## src/rtl/booth_radix4_seq_if.sv

```systemverilog
// Handshake and operand bus between the controlling logic and the radix-4 Booth multiplier.
// The master owns start and the operands; the multiplier drives product/busy/done back.
interface booth_radix4_seq_if #(
  parameter int WIDTH = 8
);
  logic               start;
  logic [WIDTH-1:0]   mcand;
  logic [WIDTH-1:0]   mcand_neg;
  logic [WIDTH-1:0]   mplier;
  logic [2*WIDTH-1:0] product;
  logic               busy;
  logic               done;

  modport master (
    output start, mcand, mcand_neg, mplier,
    input  product, busy, done
  );

  modport slave (
    input  start, mcand, mcand_neg, mplier,
    output product, busy, done
  );
endinterface

```

## src/rtl/booth_radix4_seq.sv

```systemverilog
// Sequential signed radix-4 Booth multiplier: retires two multiplier bits per cycle,
// using the externally supplied two's complement of the multiplicand as the -M operand.
module booth_radix4_seq #(
  parameter int WIDTH = 8
) (
  input  logic                clk,
  input  logic                rst_n,
  booth_radix4_seq_if.slave   bus
);
  localparam int HALF = WIDTH / 2;
  localparam int CW   = $clog2(HALF + 1);
  localparam int AW   = WIDTH + 2;
  localparam logic [WIDTH-1:0] MOST_NEG = {1'b1, {(WIDTH-1){1'b0}}};

  typedef enum logic [1:0] {IDLE, CALC, DONE} state_t;

  state_t             state_q, state_d;
  logic [AW-1:0]      a_q, a_d;
  logic [WIDTH-1:0]   q_q, q_d;
  logic               qm1_q, qm1_d;
  logic [CW-1:0]      cnt_q, cnt_d;
  logic [WIDTH-1:0]   m_q, m_d;
  logic [WIDTH-1:0]   neg_q, neg_d;
  logic [2*WIDTH-1:0] product_q, product_d;

  logic [AW-1:0]        m_ext, neg_ext, addend, sum;
  logic [AW+WIDTH:0]    cat, cat_sh;

  // The most-negative multiplicand has no representable W-bit negation, so its
  // +2^(W-1) is rebuilt here by zero-extending instead of sign-extending.
  always_comb begin
    m_ext   = {{2{m_q[WIDTH-1]}}, m_q};
    neg_ext = (m_q == MOST_NEG) ? {2'b00, neg_q} : {{2{neg_q[WIDTH-1]}}, neg_q};
    unique case ({q_q[1:0], qm1_q})
      3'b001, 3'b010: addend = m_ext;
      3'b011:         addend = m_ext << 1;
      3'b100:         addend = neg_ext << 1;
      3'b101, 3'b110: addend = neg_ext;
      default:        addend = '0;
    endcase
    sum    = a_q + addend;
    cat    = {sum, q_q, qm1_q};
    cat_sh = {{2{sum[AW-1]}}, cat[AW+WIDTH:2]};
  end

  always_comb begin
    state_d   = state_q;
    a_d       = a_q;
    q_d       = q_q;
    qm1_d     = qm1_q;
    cnt_d     = cnt_q;
    m_d       = m_q;
    neg_d     = neg_q;
    product_d = product_q;
    unique case (state_q)
      IDLE, DONE: begin
        state_d = IDLE;
        if (bus.start) begin
          state_d = CALC;
          m_d     = bus.mcand;
          neg_d   = bus.mcand_neg;
          a_d     = '0;
          q_d     = bus.mplier;
          qm1_d   = 1'b0;
          cnt_d   = '0;
        end
      end
      CALC: begin
        {a_d, q_d, qm1_d} = cat_sh;
        cnt_d             = cnt_q + 1'b1;
        if (cnt_d == CW'(HALF)) begin
          product_d = {a_d[WIDTH-1:0], q_d};
          state_d   = DONE;
        end
      end
      default: state_d = IDLE;
    endcase
  end

  always_ff @(posedge clk) begin
    if (!rst_n) begin
      state_q   <= IDLE;
      a_q       <= '0;
      q_q       <= '0;
      qm1_q     <= 1'b0;
      cnt_q     <= '0;
      m_q       <= '0;
      neg_q     <= '0;
      product_q <= '0;
    end else begin
      state_q   <= state_d;
      a_q       <= a_d;
      q_q       <= q_d;
      qm1_q     <= qm1_d;
      cnt_q     <= cnt_d;
      m_q       <= m_d;
      neg_q     <= neg_d;
      product_q <= product_d;
    end
  end

  assign bus.product = product_q;
  assign bus.busy    = (state_q == CALC);
  assign bus.done    = (state_q == DONE);
endmodule

```

## src/flat_wrapper.sv

```systemverilog
// flat-port wrapper written by rule: the top's interface ports become plain ports
module booth_radix4_seq_flat 
#(
  parameter int WIDTH = 8
)
  (clk, rst_n, bus_start, bus_mcand, bus_mcand_neg, bus_mplier, bus_product, bus_busy, bus_done);
  booth_radix4_seq_if #(.WIDTH(WIDTH)) bus_i ();
  input  logic clk;
  input  logic rst_n;
  input wire logic [$bits(bus_i.start)-1:0] bus_start;
  input wire logic [$bits(bus_i.mcand)-1:0] bus_mcand;
  input wire logic [$bits(bus_i.mcand_neg)-1:0] bus_mcand_neg;
  input wire logic [$bits(bus_i.mplier)-1:0] bus_mplier;
  output wire logic [$bits(bus_i.product)-1:0] bus_product;
  output wire logic [$bits(bus_i.busy)-1:0] bus_busy;
  output wire logic [$bits(bus_i.done)-1:0] bus_done;
  assign bus_i.start = bus_start;
  assign bus_i.mcand = bus_mcand;
  assign bus_i.mcand_neg = bus_mcand_neg;
  assign bus_i.mplier = bus_mplier;
  assign bus_product = bus_i.product;
  assign bus_busy = bus_i.busy;
  assign bus_done = bus_i.done;
  booth_radix4_seq #(.WIDTH(WIDTH)) u_core (.clk(clk), .rst_n(rst_n), .bus(bus_i));
endmodule
```

## config.mk

```make
export PLATFORM = sky130hd
export DESIGN_NAME = booth_radix4_seq_flat
export DESIGN_NICKNAME = d
export VERILOG_FILES = /design/src/rtl/booth_radix4_seq_if.sv /design/src/rtl/booth_radix4_seq.sv /design/src/flat_wrapper.sv
export SDC_FILE = /design/constraint.sdc
export NUM_CORES = 1
export LEC_CHECK = 0
export ABC_AREA = 1
export CORE_MARGIN = 3
export CORE_UTILIZATION = 40
export CTS_BUF_LIST = sky130_fd_sc_hd__clkbuf_16
export DETAILED_ROUTE_END_ITERATION = 7
export GPL_TIMING_DRIVEN = 0
export PLACE_DENSITY_LB_ADDON = 0.3
export SETUP_SLACK_MARGIN = 0.3
export SLEW_MARGIN = 20
export SYNTH_ARGS = -nofsm -noshare
export SYNTH_HDL_FRONTEND = slang
export SYNTH_SLANG_ARGS = --single-unit
```

## constraint.sdc

```tcl
create_clock -name clk -period 2.8 [get_ports clk]
set_input_delay 0.7 -clock clk [delete_from_list [all_inputs] [get_ports clk]]
set_output_delay 0.7 -clock clk [all_outputs]
set_load 0.03 [all_outputs]
```

* Yosys cells after proc, flatten, opt, wreduce, memory -nomap -nowiden
Cells that the tools add are included.
Word-level totals: output and inout bits 18, logic and storage cells 43, input port bits 27, flip-flop bits (word level) 56
Cells by class: reduce and logical (&&, ||, !) cells 8, mux-type cells 13, add/subtract/negate cells 2, equal/unequal tests 12
Operator list (count):
- one-hot mux 10 bit (4 select lines) | 1
- two-way mux 10 bit | 2
- one-hot mux 10 bit (2 select lines) | 1
- one-hot mux 8 bit (2 select lines) | 1
- == test 3 bit (second input constant) | 4
- adder 10 bit | 1
- == test 8 bit (second input constant) | 1
- two-way mux 8 bit | 1
- == test 3 x 2 -> 1 bit (second input constant) | 2
- one-hot mux 3 bit (2 select lines) | 1
- AND reduction 2 bit | 3
- OR reduction 2 bit | 3
- one-hot mux 2 bit (2 select lines) | 1
- adder 3 x 1 -> 3 bit (second input constant) | 1
- == test 3 x 1 -> 1 bit (second input constant) | 1
- two-way mux 3 bit | 1
- == test 2 x 1 -> 1 bit (second input constant) | 1
- == test 2 bit (second input constant) | 1
- zero test 2 bit | 1
- two-way mux 1 bit | 2
- two-way mux 2 bit | 1
- inequality test 2 x 1 -> 1 bit (second input constant) | 1
- inequality test 2 bit (second input constant) | 1
- one-hot mux 1 bit (2 select lines) | 1
- nonzero test 2 bit | 1

* Logic depth before layout (Yosys ltp)
Gate-level depths: netlist (run 1).
word-level depth 5, depth in mapped cells 21, depth with buffers taken out 21

* Worst setup path before layout (run 1)
No wires, ideal clock.
path type register -> register, start register u_core.qm1_q, end register u_core.product_q[12], in the netlist u_core.bus.product[12], setup slack 0.500 ns, path buffers 0, data arrival time 2.184 ns, data required time 2.684 ns, cell stages (with the launch flop) 16, setup time 0.116 ns, period minus slack after synthesis 2.300 ns, path through dfxtp_1 -> or2_4 -> nand2_1 -> inv_2 -> nand2_1 -> o21ai_0 -> a21oi_1 -> o21ai_0 -> fa_1 -> nand3_1 -> nand2_1 -> a21oi_1 -> inv_1 -> or2_1 -> nand3_1 -> a21oi_1
On the way: word-level cells in the longest chain between the ends 4, elaborated cells on any way between the ends 10, those cells by class add/sub: 1; eq/ne: 6; mux: 1; reduce/logical: 2
RTL lines:
- start, declared | RTL line booth_radix4_seq.sv:20 | logic qm1_q, qm1_d;
- start signal, assigned | RTL line booth_radix4_seq.sv:94 | qm1_q <= qm1_d;
- == test 3 bit (tied with other cells) | RTL line booth_radix4_seq.sv:34 | unique case ({q_q[1:0], qm1_q})
- OR reduction 2 bit | RTL line booth_radix4_seq.sv:34
- one-hot mux 10 bit (4 select lines) * | RTL line booth_radix4_seq.sv:34
- adder 10 bit * | RTL line booth_radix4_seq.sv:41 | sum = a_q + addend;
- end signal, assigned | RTL line booth_radix4_seq.sv:98 | product_q <= product_d;
- end, declared | RTL line booth_radix4_seq.sv:24 | logic [2*WIDTH-1:0] product_q, product_d;
Mark *: on every way between the ends. The rest lies on a longest branch, timed or not. A chain may end at the register's enable or synchronous reset.

* Final worst setup path (run 1)
start register u_core.q_q[0], end register u_core.product_q[12], in the netlist u_core.bus.product[12]
On the way: word-level cells in the longest chain between the ends 4, elaborated cells on any way between the ends 10, those cells by class add/sub: 1; eq/ne: 6; mux: 1; reduce/logical: 2
RTL lines:
- start, declared | RTL line booth_radix4_seq.sv:19 | logic [WIDTH-1:0] q_q, q_d;
- start signal, assigned | RTL line booth_radix4_seq.sv:93 | q_q <= q_d;
- == test 3 bit (tied with other cells) | RTL line booth_radix4_seq.sv:34
- OR reduction 2 bit | RTL line booth_radix4_seq.sv:34
- one-hot mux 10 bit (4 select lines) * | RTL line booth_radix4_seq.sv:34
- adder 10 bit * | RTL line booth_radix4_seq.sv:41
Marks and branches as above.

==> impl_metrics.py, run 1 <==
metrics = {
    "final_layout": {
        "synthToLayoutAreaGrowth_pct": 31.81,
        "final_cell_area_um2": 3645,
        "diodes": 0,
        "final_cells": 523,
        "n_fill_cell": 619,
        "final_layout_size_suffix_gt1_share_pct": 16.14,
        "nNetsFinal": 485,
        "final_cell_mix": "91 x nand2_1, 51 x dfxtp_1, 44 x clkdlybuf4s50_1, 39 x nor2_1, 34 x a21oi_1",
        "final_common_cell": "nand2_1",
    },
    "timing": {
        "finalCritPeriodShare_pct": 87.06,
        "fmax_mhz": 410.2,
        "finalHoldViolCount": 0,
        "maxSlewHeadroom_pct": 64.07,
        "fin_ws_ns": 0.3624,
        "slew_violations": 0,
        "final-setup-viol-count": 0,
        "tightest_slew_ns": 0.5389,
        "fin_tns_setup_ns": 0,
        "rsz0062_at_grt": "yes",
        "fin_skew_ns": 0.004138,
        "min_period_ns": 2.438,
    },
    "yosys": {
        "synth.net_count": 421,
        "synth_seq_cells": 54,
        "synth_seq_area_share_pct": 39.10,
        "syn_inst": 382,
        "synth_edf_count": 0,
        "async_reset_ff_share_pct": 0,
        "ys_warn_count": 0,
        "synth_flop_cell": "dfxtp_1",
        "synth_area_um2": 2765,
        "synth_cell_type_count": 42,
        "syn-mean-instance-area_um2": 7.239,
    },
    "placement": {
        "place_ws_ns": 0.2301,
        "portBuffers": 44,
        "post_dp_cell_area_um2": 3302,
        "post-dp-hpwl_mm": 5.225,
        "placed_cells": 503,
        "gp_congestion": 0.9035,
    },
    "grt": {
        "grt_max_degree": 15,
        "grt_pass1_vias": 2567,
        "met1_usage_pct": 25.14,
        "busiest_layer": "met2",
        "antenna_found_initial": 0,
        "grt_util_met2_pct": 31.08,
        "grt_overflow": 0,
        "grt_pass1_wl_mm": 11.82,
        "grt_usage_pct": 18.98,
        "grt_use_met3_pct": 2.581,
    },
    "power": {
        "power_w": 0.001732,
        "leakagePower_nw": 1.595,
        "p_clk_share_pct": 33.9,
        "power_switching_w": 0.0004697,
        "seqPwrFrac_pct": 48.2,
        "netSwitchingFraction_pct": 27.12,
        "p_comb_share_pct": 17.9,
        "internal_power_w": 0.001262,
        "ir_drop_mv": 0.2482,
        "powerDensity_nw_per_um2": 475.2,
    },
    "worst_setup_path": {
        "crit_fanout": 8,
        "startpoint_type": "flip-flop",
        "cp.arrival_ns": 2.62,
        "cp-end-kind": "flip-flop",
        "worst-setup-path-type": "reg2reg",
        "critPathRequiredTime_ns": 2.98,
    },
    "clock_tree": {
        "cts_buffers": 5,
        "cts_max_level": 2,
        "cts-root-buf": "clkbuf_16",
        "clk_latency_ns": 0.29,
        "clockBufferDepth": 2,
        "path_clk_slew_ns": 0.07,
        "ctsHoldBuffers": 0,
        "cts_tree": "built",
        "cts.sinks": 54,
    },
    "routing": {
        "routed_via_density": 5.245,
        "drc_errors": 0,
        "routed_wl_mm": 7.365,
        "firstDrtPassIters": 5,
        "first_iter_violations": 162,
        "vias": 2743,
        "wire_per_inst_um": 14.08,
        "ant_nets": 0,
    },
    "job": {
        "max_cap_viol_count": 0,
    },
    "min_path": {
        "hp-class": "reg2reg",
    },
    "floorplan": {
        "fp.dieW_um": 89.15,
        "start_util_pct": 42.34,
        "row_count": 29,
        "die_height_um": 89.15,
        "coreArea_um2": 6531,
        "die_area_um2": 7947,
        "ios": 45,
    },
    "outcome": {
        "status": "finished clean",
    },
}
==> power by group through the flow <==
| stage | combinational [W] | clock, W | sequential, W |
|---|---|---|---|
| 2_1_floorplan | 0.000171 | 0 | 0.000842 |
| 3_3_place_gp | 0.000256 | 0 | 0.000849 |
| 3_5_place_dp | 0.000259 | 0 | 0.000850 |
| 4_1_cts | 0.000266 | 0.000593 | 0.000833 |
| 5_1_grt | 0.000342 | 0.000620 | 0.000839 |
| 6_report | 0.000310 | 0.000586 | 0.000836 |
==> state kept, by name (all words and copies together) (netlist names) <==
name	cells
u_core.neg_q	8
u_core.q_q	8
u_core.qm1_q	1
u_core.m_q	8
u_core.cnt_q	3
u_core.a_q	8
u_core.bus.product	16
u_core.state_q	2
==> layer usage <==
layer	vias to the layer above	wire length (um)
met5	-	0
met4	0	161
met3	14	333
met2	81	3572
met1	1269	3297
li1	1379	-
==> path summary, 6_finish.rpt <==
| kind | startpoint | to | slack (ns) | cells past startpoint |
|---|---|---|---|---|
| worst max-delay path | u_core.q_q[0] | u_core.bus.product[12] | 0.36 | 15 |
| worst min-delay path | u_core.a_q[4] | u_core.a_q[4] | 0.47 | 2 |
| worst max register to register | u_core.q_q[0] | u_core.bus.product[12] | 0.36 | 15 |
| worst min register to register | u_core.a_q[4] | u_core.a_q[4] | 0.47 | 2 |
==> cells in the mapped netlist (4+ instances only) <==
cell / instances / share of area, %
clkbuf_1: 4 / 0.54
o21ai_0: 31 / 5.6
a31oi_1: 7 / 1.6
a21oi_1: 35 / 6.3
inv_1: 31 / 4.2
inv_2: 4 / 0.54
dfxtp_1: 54 / 39
ha_1: 11 / 5.0
nand2_1: 97 / 13
nand3_1: 21 / 3.8
nor2_1: 42 / 5.7
==> worst max-delay path, cell delays in order (launching register included) <==
cell and delay, ns:
dfxtp_4 0.36, or2_4 0.29, nand2_2 0.11, inv_4 0.06, nand2_1 0.06, o21ai_0 0.07
a21oi_1 0.16, o21ai_2 0.10, fa_2 0.37, nand3_1 0.10, nand2_2 0.10, a21oi_2 0.13
inv_1 0.05, or2_1 0.21, nand3_1 0.07, a21oi_1 0.06
==> repair_timing <==
action | CTS | global route
resized for setup | 4 | 34
pin swaps | 1 | 21
endpoints found under the setup margin | 5 | 11
buffers inserted | 1 | 12
==> cells by family after synthesis <==
family / synth area share (%)
xor gates and xnor gates: 1.267
AOI/OAI and AO/OA: 17.83
buffers and inverters: 8.868
and+or+nand+nor: 27.24
DFF: 39.10
adders and majority gates: 5.701
==> through the flow <==
stage          hold WS (ns)  util, %
4_1_cts              0.4729    52.82
2_1_floorplan        0.4381        -
5_1_grt              0.4899    55.80
6_report             0.4718    55.80
3_3_place_gp         0.4579    50.56
3_5_place_dp         0.4593    50.56
==> cell type report <==
| type | count | area, um^2 | area share, % |
|---|---|---|---|
| repair buffers | 57 | 538.0 | 14.76 |
| multi-input cells | 277 | 1543 | 42.33 |
| plain buffers | 13 | 95.09 | 2.609 |
| clock buffers | 5 | 125.1 | 3.433 |
| inverters | 38 | 152.6 | 4.188 |
| well taps | 77 | 96.34 | 2.643 |
| flip-flops and latches | 54 | 1087 | 29.83 |
| clock inverters | 2 | 7.507 | 0.2060 |
No activity file was read; power rests on OpenSTA's default activity.
==> inputs of run 2 (changes only) <==
--- a/config.mk
+++ b/config.mk
@@ -6,6 +6,7 @@
 export NUM_CORES = 1
 export LEC_CHECK = 0
 export ABC_AREA = 1
+export CAP_MARGIN = 40
 export CORE_MARGIN = 3
 export CORE_UTILIZATION = 40
 export CTS_BUF_LIST = sky130_fd_sc_hd__clkbuf_16
==> constraint.sdc (replaced) <==
create_clock -name clk -period 2.5 [get_ports clk]
set_input_delay 0.625 -clock clk [delete_from_list [all_inputs] [get_ports clk]]
set_output_delay 0.625 -clock clk [all_outputs]
set_load 0.03 [all_outputs]
==> impl_metrics.py, run 2 (synthesis gave the netlist of run 1 again) <==
metrics = {
    "routing": {
        "wire_per_inst_um": 14.58,
        "drc_errors": 0,
        "firstDrtPassIters": 4,
        "first_iter_violations": 170,
        "routed_via_density": 5.282,
        "ant_nets": 0,
        "routed_wl_mm": 7.711,
        "vias": 2794,
    },
    "grt": {
        "grt_overflow": 0,
        "grt_usage_pct": 19.65,
        "grt_pass1_wl_mm": 12.18,
        "grt_max_degree": 16,
        "antenna_found_initial": 0,
        "grt_pass1_vias": 2641,
    },
    "worst_setup_path": {
        "critPathRequiredTime_ns": 2.68,
        "crit_fanout": 6,
        "startpoint_type": "flip-flop",
        "cp_num_buf_inv": 5,
        "cp_cell_sequence": "or2_4 > nand3_4 > inv_4 > a221oi_2 > o21ai_1 > ha_1 > buf_4 > buf_6 > buf_6 > nand4_1 > nand3_1 > nand2_1 > nand2_1 > o211ai_1 > inv_1",
        "cpMaxStageDelayCell": "dfxtp_2",
        "cp-end-kind": "flip-flop",
        "cp_top_family": "simple AND/OR/NAND/NOR gates",
        "worst-setup-path-type": "reg2reg",
        "max_stage_delay_ns": 0.35,
        "cp.arrival_ns": 2.62,
    },
    "timing": {
        "tightest_slew_ns": 0.5326,
        "fin_tns_setup_ns": 0,
        "fin_ws_ns": 0.06021,
        "maxSlewHeadroom_pct": 64.44,
        "finalCritPeriodShare_pct": 97.59,
        "finalHoldViolCount": 0,
        "min_period_ns": 2.440,
        "fin_skew_ns": 0.006381,
        "fmax_mhz": 409.9,
        "holdWs_ns": 0.4743,
        "slew_violations": 0,
        "final-setup-viol-count": 0,
        "rsz0062_at_grt": "yes",
    },
    "power": {
        "power_switching_w": 0.0005443,
        "powerDensity_nw_per_um2": 530.5,
        "p_clk_share_pct": 34.0,
        "seqPwrFrac_pct": 47.5,
        "p_comb_share_pct": 18.5,
        "power_w": 0.001971,
        "ir_drop_mv": 0.3243,
        "internal_power_w": 0.001426,
        "leakagePower_nw": 1.614,
        "netSwitchingFraction_pct": 27.62,
    },
    "floorplan": {
        "coreArea_um2": 6531,
        "die_area_um2": 7947,
        "row_count": 29,
        "ios": 45,
        "start_util_pct": 42.34,
        "fp.dieW_um": 89.15,
        "die_height_um": 89.15,
    },
    "final_layout": {
        "synthToLayoutAreaGrowth_pct": 34.34,
        "final_common_cell": "nand2_1",
        "final_layout_size_suffix_gt1_share_pct": 18.58,
        "final_cell_mix": "92 x nand2_1, 51 x dfxtp_1, 43 x clkdlybuf4s50_1, 42 x nor2_1, 29 x a21oi_1",
        "diodes": 0,
        "nNetsFinal": 490,
        "multi_input_area_um2": 1562,
        "largest_reg_flops": 16,
        "n_fill_cell": 633,
        "area.sequential_um2": 1087,
    },
    "clock_tree": {
        "clockBufferDepth": 2,
        "clk_latency_ns": 0.29,
        "cts-root-buf": "clkbuf_16",
        "path_clk_slew_ns": 0.07,
        "cts_tree": "built",
        "cts_buffers": 5,
        "cts.sinks": 54,
        "cts_max_level": 2,
    },
    "placement": {
        "place_ws_ns": -0.08025,
        "gp_congestion": 0.9049,
        "portBuffers": 44,
        "post-dp-hpwl_mm": 5.236,
    },
    "outcome": {
        "status": "finished clean",
    },
    "min_path": {
        "hp-class": "reg2reg",
    },
    "job": {
        "max_cap_viol_count": 0,
    },
}
-- run 2: changes by cell type in the layout (fill, tap and decap cells not counted), sizes merged --
cell | before | now
dlygate4sd2 | 0 | 1
clkdlybuf4s50 | 44 | 43
buf | 19 | 24
clkinv | 1 | 3
inv | 39 | 38
-- run 2: worst paths after layout --
check	from	cells past startpoint	end	slack (ns)
worst max-delay path	u_core.qm1_q	15	u_core.bus.product[14]	0.06
worst min-delay path	u_core.bus.product[9]	2	u_core.bus.product[9]	0.47
worst max register to register	u_core.qm1_q	15	u_core.bus.product[14]	0.06
worst min register to register	u_core.bus.product[9]	2	u_core.bus.product[9]	0.47
-- run 2: final cells by class --
| class | instances | area share, % |
|---|---|---|
| plain buffers | 13 | 2.560 |
| repair buffers | 62 | 15.66 |
| flip-flops and latches | 54 | 29.27 |
| well taps | 77 | 2.593 |
| clock inverters | 3 | 0.3368 |
| multi-input cells | 277 | 42.03 |
| inverters | 38 | 4.176 |
| clock buffers | 5 | 3.368 |
-- run 2: worst reg2reg max path, delay by kind of cell, from the launching register on --
family,cells,cell delay (ns)
compound gates,3,0.41
fa+ha+maj,1,0.30
buf+inv,5,0.49
flops,1,0.35
simple gates,6,0.79
-- run 2: power by group through the flow --
| stage | Combinational, W | Clock, W | Sequential [W] |
|---|---|---|---|
| finish | 0.000365 | 0.000669 | 0.000936 |
| floorplan | 0.000194 | 0 | 0.000943 |
| global placement | 0.000290 | 0 | 0.000951 |
| CTS | 0.000321 | 0.000679 | 0.000934 |
| detailed placement | 0.000294 | 0 | 0.000952 |
| global route | 0.000402 | 0.000717 | 0.000940 |
-- run 2: repair_timing --
| item | CTS | global route |
|---|---|---|
| hold buffers | 0 | 0 |
| pin swaps | 18 | 17 |
| setup endpoints to repair | 15 | 16 |
| setup buffers | 8 | 10 |
| gates resized for setup | 20 | 23 |
-- run 2: metal layers --
metal	GRT usage, %	wire length, um	vias to the layer above
li1	-	-	1394
met4	6.495	141	0
met5	0	0	-
met3	3.226	376	11
met2	32.62	3887	81
met1	25.99	3306	1308
-- run 2: stage by stage --
step                      instance area, um^2  std cells  util [%]
after global placement                   3319        503     50.82
after CTS                                3568        519     54.64
final                                    3715        529     56.88
after detailed placement                 3319        503     50.82
after global routing                     3715        529     56.88
after floorplan                          2783        382         -
